## src/rtl/chunked_adder.sv

```systemverilog
// Multi-cycle adder/subtractor: CHUNK bits per clock, carry rippled through a flop.
// Latency WIDTH/CHUNK edges after acceptance; start is ignored while busy (no queueing).
module chunked_adder #(
    parameter int WIDTH = 24,
    parameter int CHUNK = 4
) (
    input  logic             clk,
    input  logic             rst_n,
    input  logic             start,
    input  logic             sub,
    input  logic [WIDTH-1:0] a,
    input  logic [WIDTH-1:0] b,
    input  logic             cin,
    output logic             busy,
    output logic             done,
    output logic [WIDTH-1:0] sum,
    output logic             cout,
    output logic             overflow,
    output logic             zero
);

    localparam int N    = (CHUNK < 1) ? 1 : WIDTH / CHUNK;
    localparam int IDXW = (N > 1) ? $clog2(N) : 1;
    localparam logic [IDXW-1:0] LAST_IDX = IDXW'(N - 1);
    localparam bit  BAD_PARAMS = (CHUNK < 1) ? 1'b1 : ((WIDTH % CHUNK) != 0);

    generate
        if (BAD_PARAMS) begin : g_param_err
            $error("chunked_adder: WIDTH must be a positive multiple of CHUNK");
        end
    endgenerate

    typedef enum logic [1:0] {IDLE, RUN, DONE} state_t;

    state_t           state_q, state_d;
    logic [WIDTH-1:0] opa_q, opa_d;
    logic [WIDTH-1:0] opb_q, opb_d;
    logic [WIDTH-1:0] partial_q, partial_d;
    logic [WIDTH-1:0] sum_q, sum_d;
    logic [IDXW-1:0]  idx_q, idx_d;
    logic             carry_q, carry_d;
    logic             cout_q, cout_d;
    logic             ovf_q, ovf_d;
    logic             zero_q, zero_d;

    logic [CHUNK:0]   chunk_res;
    logic [WIDTH-1:0] result;
    logic             msb_cin;

    // Operands shift right each cycle, so the active chunk always sits in the low bits;
    // the partial result fills from the top and is complete after the last chunk.
    always_comb begin
        chunk_res = {1'b0, opa_q[CHUNK-1:0]} + {1'b0, opb_q[CHUNK-1:0]}
                  + {{CHUNK{1'b0}}, carry_q};
        result    = (partial_q >> CHUNK)
                  | (WIDTH'(chunk_res[CHUNK-1:0]) << (WIDTH - CHUNK));
        msb_cin   = opa_q[CHUNK-1] ^ opb_q[CHUNK-1] ^ chunk_res[CHUNK-1];
    end

    always_comb begin
        state_d   = state_q;
        opa_d     = opa_q;
        opb_d     = opb_q;
        partial_d = partial_q;
        idx_d     = idx_q;
        carry_d   = carry_q;
        sum_d     = sum_q;
        cout_d    = cout_q;
        ovf_d     = ovf_q;
        zero_d    = zero_q;

        if (state_q == RUN) begin
            opa_d     = opa_q >> CHUNK;
            opb_d     = opb_q >> CHUNK;
            carry_d   = chunk_res[CHUNK];
            partial_d = result;
            idx_d     = idx_q + 1'b1;
            if (idx_q == LAST_IDX) begin
                sum_d   = result;
                cout_d  = chunk_res[CHUNK];
                ovf_d   = msb_cin ^ chunk_res[CHUNK];
                zero_d  = (result == '0);
                state_d = DONE;
            end
        end else if (start) begin
            // Subtraction runs as a + ~b + ~cin, so cin doubles as borrow-in.
            opa_d     = a;
            opb_d     = sub ? ~b : b;
            carry_d   = cin ^ sub;
            partial_d = '0;
            idx_d     = '0;
            state_d   = RUN;
        end else begin
            state_d   = IDLE;
        end
    end

    always_ff @(posedge clk or negedge rst_n) begin
        if (!rst_n) begin
            state_q   <= IDLE;
            opa_q     <= '0;
            opb_q     <= '0;
            partial_q <= '0;
            idx_q     <= '0;
            carry_q   <= 1'b0;
            sum_q     <= '0;
            cout_q    <= 1'b0;
            ovf_q     <= 1'b0;
            zero_q    <= 1'b0;
        end else begin
            state_q   <= state_d;
            opa_q     <= opa_d;
            opb_q     <= opb_d;
            partial_q <= partial_d;
            idx_q     <= idx_d;
            carry_q   <= carry_d;
            sum_q     <= sum_d;
            cout_q    <= cout_d;
            ovf_q     <= ovf_d;
            zero_q    <= zero_d;
        end
    end

    assign busy     = (state_q == RUN);
    assign done     = (state_q == DONE);
    assign sum      = sum_q;
    assign cout     = cout_q;
    assign overflow = ovf_q;
    assign zero     = zero_q;

endmodule

```

## config.mk

```make
export PLATFORM = sky130hd
export DESIGN_NAME = chunked_adder
export DESIGN_NICKNAME = d
export VERILOG_FILES = /design/src/rtl/chunked_adder.sv
export SDC_FILE = /design/constraint.sdc
export NUM_CORES = 1
export LEC_CHECK = 0
export CORE_MARGIN = 2
export CORE_UTILIZATION = 45
export DETAILED_ROUTE_END_ITERATION = 16
export DONT_BUFFER_PORTS = 1
export PLACE_DENSITY = 0.63
export SETUP_SLACK_MARGIN = 0.15
export SYNTH_ARGS = -nofsm -noshare
export SYNTH_HDL_FRONTEND = slang
export SYNTH_SLANG_ARGS = --single-unit
```

## constraint.sdc

```tcl
create_clock -name clk -period 2.1 [get_ports clk]
set_input_delay 0.42 -clock clk [delete_from_list [all_inputs] [get_ports clk]]
set_output_delay 0.42 -clock clk [all_outputs]
set_load 0.01 [all_outputs]
```

==> metrics <==
CORE AREA=10200 um^2; DR pass1 iterations=4; most frequent cells in the layout=nand2_1, dfrtp_1, o21ai_0; Max clock buf depth=2; Fmax=slightly below 500 MHz; sequential area share after synthesis=between 50% and 60%; gpl congestion=0.735; DIE WIDTH=106 um; CTS tree=built; Avg Cell Area, Syn=around 9.4 um^2; pin count of the biggest net entering global routing=between 100 and 150; Final setup violation count=0; fin cells=about 620; Mapped Nets=roughly 560; Final Cycle Share=a little over nine tenths; pwr dens=1340 nW/um^2; minimum clock period=between 2 and 2.5 ns; setup tns final=0 ns; Slew @ Worst Pin=0.409 ns; Psw=roughly 2.6 mW; clock-pin slew on the worst setup and hold paths=~0.12 ns; Fin Clk Skew=between 0.015 and 0.02 ns; Detail Route Antenna Nets=0; Max VDD drop=552 uV; # clock sinks=around 100; violated checks=negative hold slack; Logic pwr share=just under 30%; crit path kind=reg -> reg; Die Area=roughly 11000 um^2; vias in the first global route=3144; grt total ovfl=0; Fillers=between 900 and 1000; Clk Latency, worst-skew pair=approximately 0.37 ns; Internal=approximately 4 mW; pre-CTS setup slack=about 0.016 ns; CP endpoint kind=flop; area delta synth->final=6.44%; Num CTS Buffers=9; Slew HR=between 70 and 80%; post-synth cell types=29; Crit Path Max Fanout=2; post-synthesis sequential element count=~100; via/cell ratio=around 5.2; placed instance count=600; ANT cells=0; initial core utilization=45.8%; max-slew violations=0; fin util=48.7%; Die Span Y=between 100 and 150 um; cell area after synthesis=around 4700 um^2; leak pwr=approximately 2.4 nW; clock root buffer=clkbuf_8; fin worst setup slack=0.0720 ns; first-pass GRT wire length=~16000 um; yosys warns=0; max-cap viol count=0; Routed WL per cell=15.6 um; H-Tree Depth=3; fin nets=538; Data required, critical path=between 2 and 2.5 ns; Synth Instances=496; ratio of cells with drive above 1 in the final layout=6.42%; status=finished with violations; cell row count=37; All-Layer GR Usage=around 18%; PortBufs=0; Ports=82; most common cell after layout, fill and taps aside=nand2_1; clock share of power=between 15 and 20%; antenna violations before repair=0; iteration-0 DRC count of the detailed router=125; crit path launch type=flop; sw frac=between 30% and 40%; Seq pwr share=50.6%; hpwl dp=slightly below 6000 um; worst hold slack=-0.267 ns; Arr. time, crit path=around 2.4 ns; final wirelength=between 9000 and 10000 um; RSZ-0062 raised after global routing=yes; vias after detailed routing=between 3000 and 4000; DRC violation count after routing=0; final-report hold violation count=approximately 100; worst min path class=in -> async
-- kinds of logic after synthesis --
family                     Yosys count  synth area share [%]
xor gates and xnor gates            28                  5.24
and+or+nand+nor                    214                  19.9
buffers and inverters               41                  4.49
adders and majority gates            7                  2.19
AOI/OAI and AO/OA                   81                  9.06
DFF                                101                  54.0
muxes                               24                  5.13
-- sequential cells by signal, indices dropped and copies added (netlist names) --
| signal | flops |
|---|---|
| carry_q | 1 |
| cout | 1 |
| idx_q | 3 |
| opa_q | 24 |
| opb_q | 24 |
| overflow | 1 |
| partial_q | 20 |
| state_q | 2 |
| sum | 24 |
| zero | 1 |
-- worst max-delay path: stages (launching register included) --
cell	delay [ns]
dfrtp_1	0.37
inv_2	0.05
fa_2	0.39
inv_2	0.06
fa_1	0.44
nor4b_2	0.24
nand4_1	0.14
nor4_2	0.15
a22o_1	0.16
-- power groups by stage --
stage | combinational, mW | sequential [mW] | clock, mW
finish | 1.97 | 3.37 | 1.32
global route | 2.30 | 3.47 | 1.44
CTS | 1.98 | 3.37 | 1.36
detailed placement | 1.83 | 3.40 | 0
global placement | 1.74 | 3.38 | 0
floorplan | 1.59 | 3.21 | 0
-- stage by stage --
stage | total power, mW | area [um^2]
2_1_floorplan | 4.80 | 4690
3_3_place_gp | 5.12 | 4710
3_5_place_dp | 5.23 | 4710
4_1_cts | 6.70 | 4970
5_1_grt | 7.21 | 4980
6_report | 6.66 | 4980
-- layout make-up --
class                           count  area (um^2)  share of cell area, %
Clock buffer                        9          124                   2.48
Clock inverter                      7         92.6                   1.86
Inverter                            7         28.8                  0.577
Multi-Input combinational cell    355         1970                   39.5
Sequential cell                   101         2530                   50.7
Tap cell                          136          170                   3.41
Timing Repair Buffer                4         75.1                   1.51
-- cell usage after synthesis (all sizes together) --
library cell	number	area [um^2]
nand2b	1	13.8
dfrtp	101	2530
buf	23	143
nor2	15	56.3
o21ai	72	360
nor2b	1	6.26
xnor2	26	228
a22o	1	8.76
nand3b	20	150
nor4	5	37.5
or3	1	6.26
xor2	2	17.5
a211oi	4	30.0
mux2i	24	240
clkbuf	11	41.3
fa	2	40.0
ha	5	62.6
a21o	1	7.51
a21oi	2	10.0
nand4	1	6.26
inv	7	26.3
nand2	168	631
nor4b	1	8.76
nand3	1	17.5
o211ai	1	7.51
-- repair_timing --
action,4_1_cts,5_1_grt
hold endpoints to repair,101,101
gates resized for setup,1,4
pin swaps,1,0
cloned,1,1
buffers inserted,1,0
endpoints found under the setup margin,2,3
-- path summary, 6_finish.rpt --
path | startpoint | to | slack (ns) | depth (start not counted)
setup reg to reg | opa_q[0]$_DFFE_PN0P_ | zero$_DFFE_PN0P_ | 0.07 | 8
min in group clk | start | opb_q[20]$_DFFE_PN0P_ | 0.17 | 1
max in group asynchronous | rst_n | opa_q[0]$_DFFE_PN0P_ | 2.18 | 0
setup / recovery | opa_q[0]$_DFFE_PN0P_ | zero$_DFFE_PN0P_ | 0.07 | 8
hold / removal | rst_n | partial_q[10]$_DFFE_PN0P_ | -0.27 | 0
hold reg to reg | opb_q[6]$_DFFE_PN0P_ | opb_q[2]$_DFFE_PN0P_ | 0.49 | 2
-- per-layer routing --
layer / part of all wire, % / GRT usage, %
met1: 45 / 23.3
met2: 49 / 28.9
met3: 5.5 / 4.72
met4: 1.0 / 4.51
met5: 0 / 0
(Power assumes the default switching activity.)
